`config.mk`:
```
export PLATFORM = sky130hd
export DESIGN_NAME = alu_arbiter
export DESIGN_NICKNAME = d
export VERILOG_FILES = /design/src/rtl/alu_arbiter.sv
export SDC_FILE = /design/constraint.sdc
export NUM_CORES = 1
export LEC_CHECK = 0
export CAP_MARGIN = 40
export CORE_UTILIZATION = 40
export CTS_CLUSTER_SIZE = 8
export DETAILED_ROUTE_END_ITERATION = 7
export GPL_ROUTABILITY_DRIVEN = 0
export PLACE_DENSITY = 0.73
export SLEW_MARGIN = 20
export SYNTH_ARGS = -nofsm -noshare
export SYNTH_HDL_FRONTEND = slang
export SYNTH_SLANG_ARGS = --single-unit
```
`constraint.sdc`:
```
create_clock -name clk -period 6.3 [get_ports clk]
set_input_delay 1.26 -clock clk [delete_from_list [all_inputs] [get_ports clk]]
set_output_delay 1.26 -clock clk [all_outputs]
set_load 0.005 [all_outputs]
```
`src/rtl/alu_arbiter.sv`:
```
`default_nettype none
// ============================================================================
// Module   : alu_arbiter (with internal alu)
// Brief    : Round-robin arbiter/sequencer sharing a single ALU among R
//            requesters. IDLE -> EXEC -> DONE -> IDLE, one op per 3 cycles.
// Revision : 1.0 - initial release
// ============================================================================

`ifndef ALU_ADD
`define ALU_ADD 3'd0
`endif
`ifndef ALU_SUB
`define ALU_SUB 3'd1
`endif
`ifndef ALU_OR
`define ALU_OR  3'd2
`endif
`ifndef ALU_AND
`define ALU_AND 3'd3
`endif

module alu #(
   parameter int N = 16
) (
   input  logic [2:0]   op,
   input  logic [N-1:0] a,
   input  logic [N-1:0] b,
   output logic [N-1:0] y
);
   // Pure combinational datapath; undefined opcodes yield zero.
   always_comb begin
      y = '0;
      case (op)
         `ALU_ADD: y = a + b;
         `ALU_SUB: y = a - b;
         `ALU_OR:  y = a | b;
         `ALU_AND: y = a & b;
         default:  y = '0;
      endcase
   end
endmodule

module alu_arbiter #(
   parameter int N = 16,
   parameter int R = 4
) (
   input  logic             clk,
   input  logic             rst,
   input  logic [R-1:0]     req,
   input  logic [3*R-1:0]   opcode_in,
   input  logic [N*R-1:0]   a_in,
   input  logic [N*R-1:0]   b_in,
   output logic [R-1:0]     gnt,
   output logic [R-1:0]     done,
   output logic [N-1:0]     result,
   output logic             busy
);
   localparam int PW = (R > 1) ? $clog2(R) : 1;
   localparam int SW = PW + 1;

   typedef enum logic [1:0] {
      S_IDLE = 2'd0,
      S_EXEC = 2'd1,
      S_DONE = 2'd2
   } state_t;

   state_t          r_state;
   state_t          w_next;
   logic [PW-1:0]   r_ptr;
   logic [PW-1:0]   r_owner;
   logic [2:0]      r_op;
   logic [N-1:0]    r_a;
   logic [N-1:0]    r_b;
   logic            w_found;
   logic [PW-1:0]   w_win;
   logic [PW-1:0]   w_ptr_next;
   logic [SW-1:0]   w_sum;
   logic [N-1:0]    w_alu_y;

   // The ALU only ever sees latched operands, so live inputs cannot disturb EXEC.
   alu #(.N(N)) u_alu (
      .op (r_op),
      .a  (r_a),
      .b  (r_b),
      .y  (w_alu_y)
   );

   // Round-robin search: first set request starting at ptr, wrapping mod R.
   always_comb begin
      w_found = 1'b0;
      w_win   = '0;
      w_sum   = '0;
      for (int i = 0; i < R; i++) begin
         w_sum = {1'b0, r_ptr} + SW'(i);
         if (w_sum >= SW'(R)) begin
            w_sum = w_sum - SW'(R);
         end
         if (!w_found && req[w_sum[PW-1:0]]) begin
            w_found = 1'b1;
            w_win   = w_sum[PW-1:0];
         end
      end
      w_ptr_next = (w_win == PW'(R - 1)) ? '0 : w_win + PW'(1);
   end

   // State register.
   always_ff @(posedge clk) begin
      if (rst) begin
         r_state <= S_IDLE;
      end else begin
         r_state <= w_next;
      end
   end

   // Next-state logic and busy flag; requests only matter in IDLE.
   always_comb begin
      w_next = r_state;
      busy   = 1'b0;
      case (r_state)
         S_IDLE: begin
            if (w_found) begin
               w_next = S_EXEC;
            end
         end
         S_EXEC: begin
            busy   = 1'b1;
            w_next = S_DONE;
         end
         S_DONE: begin
            busy   = 1'b1;
            w_next = S_IDLE;
         end
         default: begin
            w_next = S_IDLE;
         end
      endcase
   end

   // Datapath: operand capture on grant, result capture in EXEC, one-cycle pulses.
   always_ff @(posedge clk) begin
      if (rst) begin
         r_ptr   <= '0;
         r_owner <= '0;
         r_op    <= '0;
         r_a     <= '0;
         r_b     <= '0;
         gnt     <= '0;
         done    <= '0;
         result  <= '0;
      end else begin
         gnt <= '0;
         case (r_state)
            S_IDLE: begin
               if (w_found) begin
                  r_op    <= opcode_in[3*w_win +: 3];
                  r_a     <= a_in[N*w_win +: N];
                  r_b     <= b_in[N*w_win +: N];
                  r_owner <= w_win;
                  gnt     <= R'(1) << w_win;
                  r_ptr   <= w_ptr_next;
               end
            end
            S_EXEC: begin
               result <= w_alu_y;
               done   <= R'(1) << r_owner;
            end
            S_DONE: begin
               done <= '0;
            end
            default: begin
               done <= '0;
            end
         endcase
      end
   end

endmodule
`default_nettype wire

```
Yosys cells after proc, flatten, opt, wreduce, memory -nomap -nowiden
Cells that the tools add are included.
- memories: 0
- bits of input ports: 146
- ROM bits: 0
- logic and storage cells: 81
- latch bits: 0
- RAM bits: 0
- output and inout bits: 25
- register bits after elaboration: 65
- order comparisons: 8
- bitwise logic cells: 4
- div/mod/pow operators: 0
- equality and inequality tests: 7
- $mul: 1
- shift-type cells: 5
- reductions and logical operators: 11
- mux-type cells: 26
- add/sub/neg operators: 10
- operator list (kind ; count):
    $shiftx A64 B7 Y16 ; 2
    $pmux W16 S4 ; 1
    $mux W2 ; 10
    $add A16 B16 Y16 ; 1
    $and A16 B16 Y16 ; 1
    $or A16 B16 Y16 ; 1
    $sub A16 B16 Y16 ; 1
    $lt A2 B3 Y1 const B ; 4
    $shiftx A12 B5 Y3 ; 1
    $ge A3 B3 Y1 const B ; 3
    $mux W1 ; 9
    $bmux W1 S2 ; 4
    $pmux W4 S2 ; 1
    $shl A1 B2 Y4 const A ; 2
    $sub A2 B1 Y2 const B ; 4
    $add A2 B2 Y3 const B ; 2
    $eq A3 B2 Y1 const B ; 2
    $eq A2 B2 Y1 const B ; 2
    $mul A2 B2 Y4 const A ; 1
    $pmux W2 S2 ; 1
    $add A2 B1 Y3 const B ; 1
    $eq A3 B1 Y1 const B ; 1
    $ge A2 B3 Y1 const B ; 1
    $logic_and A1 B1 Y1 ; 3
    10 further kinds ; 13

Logic depth before layout (Yosys ltp)
Gate-level depths: netlist of run 1.
- word-level depth: 16
- depth in mapped cells: 14
- depth with buffers taken out: 14

Modules after synthesis
A second synthesis of run 1 with hierarchy kept.
- cells, all modules: 582
- area total of the unflattened synthesis: 5203.7 µm²
- by module, submodules not included (module ; area an instance (µm²) ; instances ; cells each):
    alu_arbiter ; 3776.1 ; 1 ; 370
    alu ; 1427.6 ; 1 ; 212

Worst setup path before layout of run 1
OpenSTA, ideal clock, no wires.
- kind: register to register
- start: register r_op[0]
- end: register result[10]
- period minus slack after synthesis: 3.070 ns
- path slack: 3.230 ns
- cell stages (with the launch flop): 13
- setup time: 0.088 ns
- data arrival time: 2.982 ns
- cell sequence: dfxtp_1 -> inv_2 -> or3_1 -> clkbuf_1 -> nor2_1 -> a21oi_1 -> fa_1 -> a211o_1 -> o211ai_2 -> a21oi_2 -> o21a_1 -> or4_1 -> a311oi_2
- longest elaborated chain between the ends: 2
- elaborated cells between the ends (all ways): 5
- those cells by class: eq/ne (3); mux (1); reduce/logical (1)
- RTL lines (what ; RTL line ; text):
    start: declaration ; 71 ; logic [2:0] r_op;
    start signal: assignment ; 155 ; r_op <= opcode_in[3*w_win +: 3];
    $eq A3 B2 Y1, or another cell as far along ; 33 ; case (op)
    $pmux W16 S4 * ; 33 ;
    end signal: assignment ; 164 ; result <= w_alu_y;
    end: declaration ; 55 ; output logic [N-1:0] result,
Mark *: on every way between the ends. The rest lies on a longest branch, timed or not.
A chain may end at the register's enable or synchronous reset.

Final worst setup path of run 1
Same ends and word-level chain as after synthesis.

==> flow_summary.yaml, run 1 <==
sta:
  period_share_pct: 56.4
  worst_pin_slew_ns: 0.852
  setup_tns_ns: 0
  skew_ns: 0.0122
  rsz0062_at_grt: "false"
  hold_viol_final: 0
  slew_viol_final: 0
  setup_viol: 0
  maxSlewHeadroom_pct: 43.0
  clock.fmax_mhz: 282
  period_minus_slack_ns: 3.55
power_and_ir_drop:
  max-vdd-ir-drop_uv: 187
  power_frac_seq_pct: 26.2
  p_int_mw: 1.38
  finalPower_mw: 2.24
  power.switching_uw: 852
  comb_power_share_pct: 48.8
  leakage_nw: 2.86
  pwr_density_cell_nw_per_um2: 334
  netSwitchingFraction_pct: 38.1
  p_clk_share_pct: 25.0
logic_synthesis:
  synth_top_family_by_area: "compound AO/OA/AOI/OAI gates"
  synth-adder-area-share_pct: 9.37
  post-synth-top-count-cell: "nand2_1"
  async_flop_share_pct: 0
  syn_area_per_cell_um2: 7.68
  yosys.area.top_type_share_pct: 28.7
  yosysSeqAreaShare_pct: 28.7
  synth_cell_type_count: 60
  synth-simple-area-share_pct: 19.7
  yosys-top-cells-count: "nand2_1, a21oi_1, dfxtp_1, a211o_1, nor2_1"
  ys_warn_count: 0
  synth.area.top_cells: "dfxtp_1, nand2_1, a21oi_1"
  synth_fp_nets: 760
  ys.flop_type: "dfxtp_1"
  ys_seq_elements: 65
  muxShareOfSynthArea_pct: 3.31
  synth_area_um2: 4540
  synth_xor_xnor_area_share_pct: 4.24
  synth-edff-count: 0
  postSynthCellCount: 591
  yosys.area.top_type: "dfxtp_1"
  synth_compound_area_share_pct: 29.6
clock_network:
  post_cts.repair.setup_buffers: 0
  cts.reportedPaths.clkPinSlew_ns: 0.06
  hold_buffers: 0
  ctsResizeCount: 0
  clk_latency_ns: 0.34
  cts_tree: "yes"
  htreeDepth: 3
  cts_max_path_buffers: 2
  cts.sinks: 65
  cts-buffers-inserted: 9
  cts-root-buf: "clkbuf_16"
floorplan:
  coreArea_um2: 10900
  dieArea_um2: 11800
  std_cell_rows: 38
  die_w_um: 109
  start_util_pct: 41.5
  io_pins: 171
  die_h_um: 109
routing:
  ant_nets: 0
  drc: 0
  avgRoutedWirePerCell_um: 16.8
  firstDrtPassIters: 5
  first_iter_violations: 261
  via_per_inst: 5.57
  vias: 4942
  totalWireLength_um: 14900
global_route:
  grt_max_degree: 51
  antenna_found_initial: 0
  gr-total-overflow: 0
  grt.total_usage_pct: 26.3
  grt_pass1_vias: 5111
  grt_pass1_wl_um: 24000
cells_and_area:
  fin_area_um2: 6690
  nNetsFinal: 912
  antennaDiodeCount: 0
  layout-drive-gt1-share_pct: 4.95
  final_util_pct: 61.2
  fin_cells: 888
  area_delta_synth_final_pct: 47.3
worst_setup_path:
  worstPathMaxFanout: 17
  arrival_ns: 3.80
  cp-end-kind: "register"
  rrSetupSlack_ns: 2.75
  reg2reg_from: "r_op[0]"
  worstSetupPathType: "reg -> reg"
  rr_endpoint: "result[10]"
  critPathRequiredTime_ns: 6.55
  r2r_cells: 11
  cp-start-kind: "register"
job:
  maxCapViolCount: 0
min_path:
  hp-start: "result[5]"
  min-delay-path-class: "reg -> reg"
  min_to: "result[5]"
  hold_path_depth: 2
placed_design:
  dpl-instance-area_um2: 6330
  dp_hpwl_um: 11500
  numPortBuffers: 170
  dp_cells: 871
outcome:
  status: "complete, no violations"
## sequential cells by signal, indices dropped and copies added (netlist names)
register / cells
r_a: 16
r_b: 16
result: 16
done: 4
gnt: 4
r_op: 3
r_owner: 2
r_ptr: 2
r_state: 2
## critical path, cell delays in order, from the launching register on
cell and delay [ns]:
dfxtp_1 0.41, inv_2 0.18, nor3_1 0.71, a21oi_1 0.13
xnor2_1 0.17, ha_1 0.33, o211a_1 0.27, o311ai_2 0.25
a21oi_2 0.10, o21a_1 0.20, or4_1 0.48, a311oi_2 0.23
## area by class of cell
cell class                 instances  area (um^2)
clock buffer                      10          239
clock inverter                     6         95.1
fill                             970         4250
inverter                          17         66.3
multi-input combinational        474         3020
sequential                        65         1300
tap                              140          175
timing repair buffer             176         1790
## through the flow
step,hold WS [ns],worst slack [ns]
after detailed placement,0.458,2.50
after floorplan,0.431,3.23
after CTS,0.469,2.73
final,0.465,2.75
after global placement,0.448,2.48
after global routing,0.492,2.52
## per-layer routing
layer | GRT usage [%] | vias up | share of wire (%)
met2 | 49.2 | 194 | 51
met3 | 5.30 | 32 | 6.6
met5 | 0 | - | 0
met4 | 11.5 | 0 | 2.6
met1 | 28.3 | 2281 | 39
li1 | - | 2435 | -
## power by group through the flow
stage          clock, mW  sequential (mW)  combinational, mW
6_report           0.558            0.587               1.09
5_1_grt            0.581            0.596               1.21
4_1_cts            0.564            0.584               1.08
3_5_place_dp           0            0.592               1.07
3_3_place_gp           0            0.590               1.03
2_1_floorplan          0            0.553              0.774
## worst max path at each step
stage	to	slack, ns	startpoint
global placement	r_a[4]	2.48	req[3]
finish	result[10]	2.75	r_op[0]
floorplan	result[10]	3.23	r_op[0]
detailed placement	r_a[0]	2.50	req[0]
global route	result[11]	2.52	r_op[0]
CTS	result[10]	2.73	r_op[0]
## cells by family after synthesis
group           after synthesis
simple gates                204
buf+inv                      52
xor+xnor                     22
fa+ha+maj                    36
mux                          15
flops                        65
compound gates              197
## cells in the final DEF, fill, tap and decap left out, types with 3 or more instances in the layout
master           count
a2bb2oi_1            6
o21ai_0             20
buf_4                3
clkdlybuf4s50_1    170
a22o_1              10
nand2_1            131
maj3_1              13
o22ai_1              4
nand2b_1             5
a211o_1             30
a22oi_1              7
o21a_1               6
nor4_1               5
a21o_1               4
o31ai_1              5
nor3_1               8
mux2i_1             15
o211ai_1             9
inv_6                3
nand3_1              5
ha_1                22
xor2_1               7
dfxtp_1             65
nor2_1              30
xnor2_1             15
inv_1               13
a32oi_1              6
clkbuf_16            9
a21oi_1             73
No activity file was read; power rests on OpenSTA's default activity.
==> inputs of run 2 (changes only) <==
--- a/config.mk
+++ b/config.mk
@@ -10,7 +10,7 @@
 export CTS_CLUSTER_SIZE = 8
 export DETAILED_ROUTE_END_ITERATION = 7
 export GPL_ROUTABILITY_DRIVEN = 0
-export PLACE_DENSITY = 0.73
+export PLACE_DENSITY = 0.76
 export SLEW_MARGIN = 20
 export SYNTH_ARGS = -nofsm -noshare
 export SYNTH_HDL_FRONTEND = slang
==> constraint.sdc (replaced) <==
create_clock -name clk -period 3.1 [get_ports clk]
set_input_delay 0.62 -clock clk [delete_from_list [all_inputs] [get_ports clk]]
set_output_delay 0.62 -clock clk [all_outputs]
set_load 0.005 [all_outputs]
==> run 2 against run 1 <==
Effect of this change:
- global-route usage increased by 0.72 points
- highest routed layer unchanged
- die area is the same
- maximum frequency is 18% higher
- combinational power up 120%
- sequential share of layout area shrank 0.40 points
- critical path depth unchanged
- sequential power grew 99%
- register-to-register slack worse by 2.7 ns
- largest cell class unchanged
==> flow_summary.yaml, run 2 (synthesis results as in run 1) <==
cells_and_area:
  largestRegisters: "r_a: 16 flops, r_b: 16 flops, result: 16 flops"
  fillerInstances: 986
  layout_common_cells: "clkdlybuf4s50_1, nand2_1, a21oi_1"
  antennaDiodeCount: 0
  final_common_cell: "clkdlybuf4s50_1"
  nNetsFinal: 934
  layout-drive-gt1-share_pct: 8.31
  area_delta_synth_final_pct: 50.7
power_and_ir_drop:
  max-vdd-ir-drop_uv: 353
  pwr_density_cell_nw_per_um2: 682
  p_clk_share_pct: 23.6
  power.switching_mw: 1.79
  finalPower_mw: 4.67
  power_frac_seq_pct: 25.0
  leakage_nw: 2.96
  comb_power_share_pct: 51.3
  p_int_mw: 2.87
  netSwitchingFraction_pct: 38.4
sta:
  fin_ws_ns: 0.0969
  skew_ns: 0.00744
  period_minus_slack_ns: 3.00
  rsz0062_at_grt: "true"
  maxSlewHeadroom_pct: 49.4
  slew_viol_final: 0
  hold_viol_final: 0
  clock.fmax_mhz: 333
  setup_viol: 0
  period_share_pct: 96.9
  worst_pin_slew_ns: 0.752
worst_setup_path:
  cp-end-kind: "register"
  cp-start-kind: "register"
  crit_start: "r_op[0]"
  worstPathMaxFanout: 8
  reg2reg_from: "r_op[0]"
  critPathRequiredTime_ns: 3.34
  worstSetupPathType: "reg -> reg"
  arrival_ns: 3.24
floorplan:
  coreArea_um2: 10900
  dieArea_um2: 11800
  die_w_um: 109
  io_pins: 171
  start_util_pct: 41.5
  std_cell_rows: 38
  die_h_um: 109
clock_network:
  cts.sinks: 65
  clk_latency_ns: 0.33
  cts-buffers-inserted: 9
  cts.reportedPaths.clkPinSlew_ns: 0.05
  cts_max_path_buffers: 2
  htreeDepth: 3
  cts-root-buf: "clkbuf_16"
  post_cts.repair.setup_buffers: 0
  cts_tree: "yes"
  hold_buffers: 0
placed_design:
  dp_hpwl_um: 12200
  numPortBuffers: 170
  place_worst_setup_slack_ns: -0.0273
global_route:
  grt_max_degree: 50
  gr-total-overflow: 0
  grt.total_usage_pct: 27.1
  grt_pass1_vias: 5130
  antenna_found_initial: 0
  grt_pass1_wl_um: 24500
routing:
  ant_nets: 0
  firstDrtPassIters: 5
  first_iter_violations: 303
  totalWireLength_um: 15700
  met2_length_um: 7980
  avgRoutedWirePerCell_um: 17.2
  routed.top_layer: "met4"
  dr_wl_met3_um: 1060
  drc: 0
  via_per_inst: 5.63
  vias: 5119
  wl_met1_um: 6160
outcome:
  status: "complete, no violations"
min_path:
  min-delay-path-class: "reg -> reg"
  hp-start: "result[0]"
job:
  maxCapViolCount: 0
## run 2: cell count changes in the layout (fill, tap and decap cells not counted), sizes merged
| cell | delta |
|---|---|
| buf | +22 |
| inv | -3 |
| clkinv | +2 |
| clkbuf | +1 |
## run 2: metrics by stage
step / TNS (ns) / hold WS, ns / cells / area (um^2) / util [%]
floorplan: 0 / 0.431 / 591 / 4540 / -
global placement: 0 / 0.446 / 894 / 6480 / 59.3
detailed placement: -0.0273 / 0.449 / 894 / 6480 / 59.3
CTS: 0 / 0.458 / 910 / 6820 / 62.3
global route: -0.00490 / 0.476 / 910 / 6840 / 62.6
finish: 0 / 0.454 / 910 / 6840 / 62.6
## run 2: per-layer routing
layer,vias up,GRT usage (%)
li1,2477,-
met1,2388,29.4
met2,215,49.9
met3,39,5.24
met4,0,12.8
met5,-,0
## run 2: area by class of cell
| cell class | instances | area (um^2) | area share, % |
|---|---|---|---|
| clock buffer | 11 | 243 | 3.55 |
| multi-input combinational | 474 | 3050 | 44.6 |
| clock inverter | 5 | 78.8 | 1.15 |
| tap | 140 | 175 | 2.56 |
| sequential | 65 | 1300 | 19.1 |
| timing repair buffer | 198 | 1920 | 28.1 |
| inverter | 17 | 66.3 | 0.969 |
## run 2: worst paths after layout
kind                     end  slack [ns]  cells after the start
hold reg to reg    result[0]        0.45                      2
hold / removal     result[0]        0.45                      2
setup / recovery  result[10]         0.1                     11
setup reg to reg  result[10]         0.1                     11
## run 2: critical path, cell delays in order (launching register included)
cell and delay [ns]:
dfxtp_1 0.34, inv_2 0.05, or3_4 0.44, nor2_1 0.12, a21oi_1 0.09, fa_2 0.41, a211o_1 0.31, o211ai_2 0.12
a21oi_2 0.10, o21a_1 0.19, or4_1 0.50, a311oi_2 0.24
## run 2: power by group through the flow
stage / registers (mW) / clock network [mW] / logic (mW)
after global placement: 1.16 / 0 / 2.23
after detailed placement: 1.17 / 0 / 2.31
after floorplan: 1.12 / 0 / 1.57
final: 1.17 / 1.10 / 2.40
after global routing: 1.18 / 1.15 / 2.60
after CTS: 1.16 / 1.11 / 2.33
## run 2: timing repair
action	in CTS	in global routing
setup endpoints to repair	1	4
gates resized for setup	2	7
hold endpoints to repair	0	0
==> inputs of run 3 (changes only) <==
--- a/config.mk
+++ b/config.mk
@@ -7,6 +7,7 @@
 export LEC_CHECK = 0
 export CAP_MARGIN = 40
 export CORE_UTILIZATION = 40
+export CTS_BUF_LIST = sky130_fd_sc_hd__clkbuf_4 sky130_fd_sc_hd__clkbuf_8 sky130_fd_sc_hd__clkbuf_16
 export CTS_CLUSTER_SIZE = 8
 export DETAILED_ROUTE_END_ITERATION = 7
 export GPL_ROUTABILITY_DRIVEN = 0
==> run 3 against run 2 <==
Effect of this change:
- flip-flop and latch count unchanged
- cell count did not move
- worst hold slack about the same
- clock skew fell by 0.00098 ns
- power is 0.22% higher
- highest routed layer unchanged
- via count up 0.25%
- largest cell class unchanged
- non-clock buffer count stayed put
- global-route usage hardly changed
- setup slack improved by 0.0040 ns
- sequential share of layout area about the same
- sequential power barely moved
- register-to-register slack about the same
==> flow_summary.yaml, run 3 (synthesis results as in run 1) <==
sta:
  period_share_pct: 96.7
  skew_ns: 0.00645
  hold_ws_ns: 0.454
  worst_pin_slew_ns: 0.739
  rsz0062_at_grt: "true"
  slew_viol_final: 0
  maxSlewHeadroom_pct: 50.3
  clock.fmax_mhz: 333
  period_minus_slack_ns: 3.00
  setup_tns_ns: 0
  fin_ws_ns: 0.101
  hold_viol_final: 0
  setup_viol: 0
routing:
  via_per_inst: 5.64
  avgRoutedWirePerCell_um: 17.2
  drc: 0
  vias: 5132
  firstDrtPassIters: 4
  ant_nets: 0
  totalWireLength_um: 15700
  first_iter_violations: 333
cells_and_area:
  fin_cells: 910
  layout_common_cells: "clkdlybuf4s50_1, nand2_1, a21oi_1"
  final_common_cell: "clkdlybuf4s50_1"
  fillerInstances: 988
  antennaDiodeCount: 0
  area_delta_synth_final_pct: 50.8
  largestRegisters: "r_a: 16 flops, r_b: 16 flops, result: 16 flops"
  layout-drive-gt1-share_pct: 8.44
  final_util_pct: 62.6
  nNetsFinal: 934
clock_network:
  cts.reportedPaths.clkPinSlew_ns: 0.05
  cts-root-buf: "clkbuf_16"
  cts_max_path_buffers: 2
  post_cts.repair.setup_buffers: 0
  htreeDepth: 3
  cts_tree: "yes"
  cts-buffers-inserted: 9
  clk_latency_ns: 0.33
  cts.sinks: 65
job:
  maxCapViolCount: 0
power_and_ir_drop:
  leakage_nw: 2.97
  power_frac_seq_pct: 25.0
  p_int_mw: 2.88
  p_clk_share_pct: 23.8
  comb_power_share_pct: 51.3
  netSwitchingFraction_pct: 38.4
  pwr_density_cell_nw_per_um2: 683
  power.switching_mw: 1.79
  max-vdd-ir-drop_uv: 354
worst_setup_path:
  cp-end-kind: "register"
  max_stage_delay_ns: 0.50
  rr_endpoint: "result[10]"
  worstSetupPathType: "reg -> reg"
  arrival_ns: 3.24
  cp-start-kind: "register"
  r2r_cells: 11
  cpMaxStageDelayCell: "or4_1"
  reg2reg_from: "r_op[0]"
  rrSetupSlack_ns: 0.10
  worstPathMaxFanout: 8
  critPathRequiredTime_ns: 3.34
  path_cells: "inv_2 -> or3_4 -> nor2_1 -> a21oi_1 -> fa_2 -> a211o_1 -> o211ai_2 -> a21oi_2 -> o21a_1 -> or4_1 -> a311oi_2"
placed_design:
  place_worst_setup_slack_ns: -0.0273
  numPortBuffers: 170
  dp_cells: 894
  dp_hpwl_um: 12200
floorplan:
  std_cell_rows: 38
  start_util_pct: 41.5
  die_w_um: 109
  coreArea_um2: 10900
  die_h_um: 109
  io_pins: 171
  dieArea_um2: 11800
global_route:
  gr-total-overflow: 0
  grt_pass1_vias: 5134
  grt.busiest_layer: "met2"
  grt_pass1_wl_um: 24500
  antenna_found_initial: 0
  use_met2_pct: 50.0
  met3_usage_pct: 5.24
  grt.total_usage_pct: 27.1
  grt_util_met1_pct: 29.4
  grt_max_degree: 50
min_path:
  min_to: "result[0]"
  min-delay-path-class: "reg -> reg"
  hp-start: "result[0]"
  hold_path_depth: 2
outcome:
  status: "complete, no violations"
run 3: changes by cell type in the layout (fill, tap and decap cells not counted):
cell      delta
clkbuf_1     -1
clkbuf_4     +1
run 3: how the worst max path moves through the flow:
stage               startpoint         end  slack, ns  depth (start not counted)
global route            r_b[1]  result[10]     -0.005                         12
finish                 r_op[0]  result[10]       0.10                         11
global placement       r_op[0]  result[10]       0.07                         11
CTS                     r_b[2]  result[10]       0.05                         11
floorplan              r_op[0]  result[10]       0.03                         12
detailed placement     r_op[0]  result[10]      -0.03                         11
run 3: cell type report:
class | instances | area [um^2] | share of cell area, %
clock buffers | 11 | 246 | 3.60
well taps | 140 | 175 | 2.56
flip-flops and latches | 65 | 1300 | 19.0
repair buffers | 198 | 1920 | 28.1
multi-input cells | 474 | 3050 | 44.6
inverters | 17 | 66.3 | 0.969
clock inverters | 5 | 78.8 | 1.15
run 3: power groups by stage:
stage / Combinational (mW) / Clock (mW) / Sequential, mW
after floorplan: 1.57 / 0 / 1.12
after global placement: 2.23 / 0 / 1.16
after detailed placement: 2.31 / 0 / 1.17
after CTS: 2.33 / 1.12 / 1.16
after global routing: 2.60 / 1.16 / 1.18
final: 2.40 / 1.11 / 1.17
run 3: timing repair:
action | in CTS | in global routing
endpoints found under the setup margin | 1 | 4
cloned | 0 | 0
hold buffers | 0 | 0
resized for setup | 2 | 7
run 3: worst max-delay path: cells and delay by family, from the launching register on:
kind / cells / cell delay [ns]
AOI/OAI and AO/OA: 6 / 1.05
adders and majority gates: 1 / 0.41
buffers and inverters: 1 / 0.05
DFF: 1 / 0.34
and+or+nand+nor: 3 / 1.05
run 3: metrics by stage:
| step | cell area, um^2 | total power [mW] |
|---|---|---|
| after global placement | 6480 | 3.40 |
| after detailed placement | 6480 | 3.48 |
| after floorplan | 4540 | 2.70 |
| after global routing | 6850 | 4.94 |
| final | 6850 | 4.68 |
| after CTS | 6820 | 4.61 |
run 3: routing by layer:
layer	up-vias	share of wire [%]
li1	2477	-
met1	2387	40
met2	224	51
met3	44	6.4
met4	0	3.2
met5	-	0
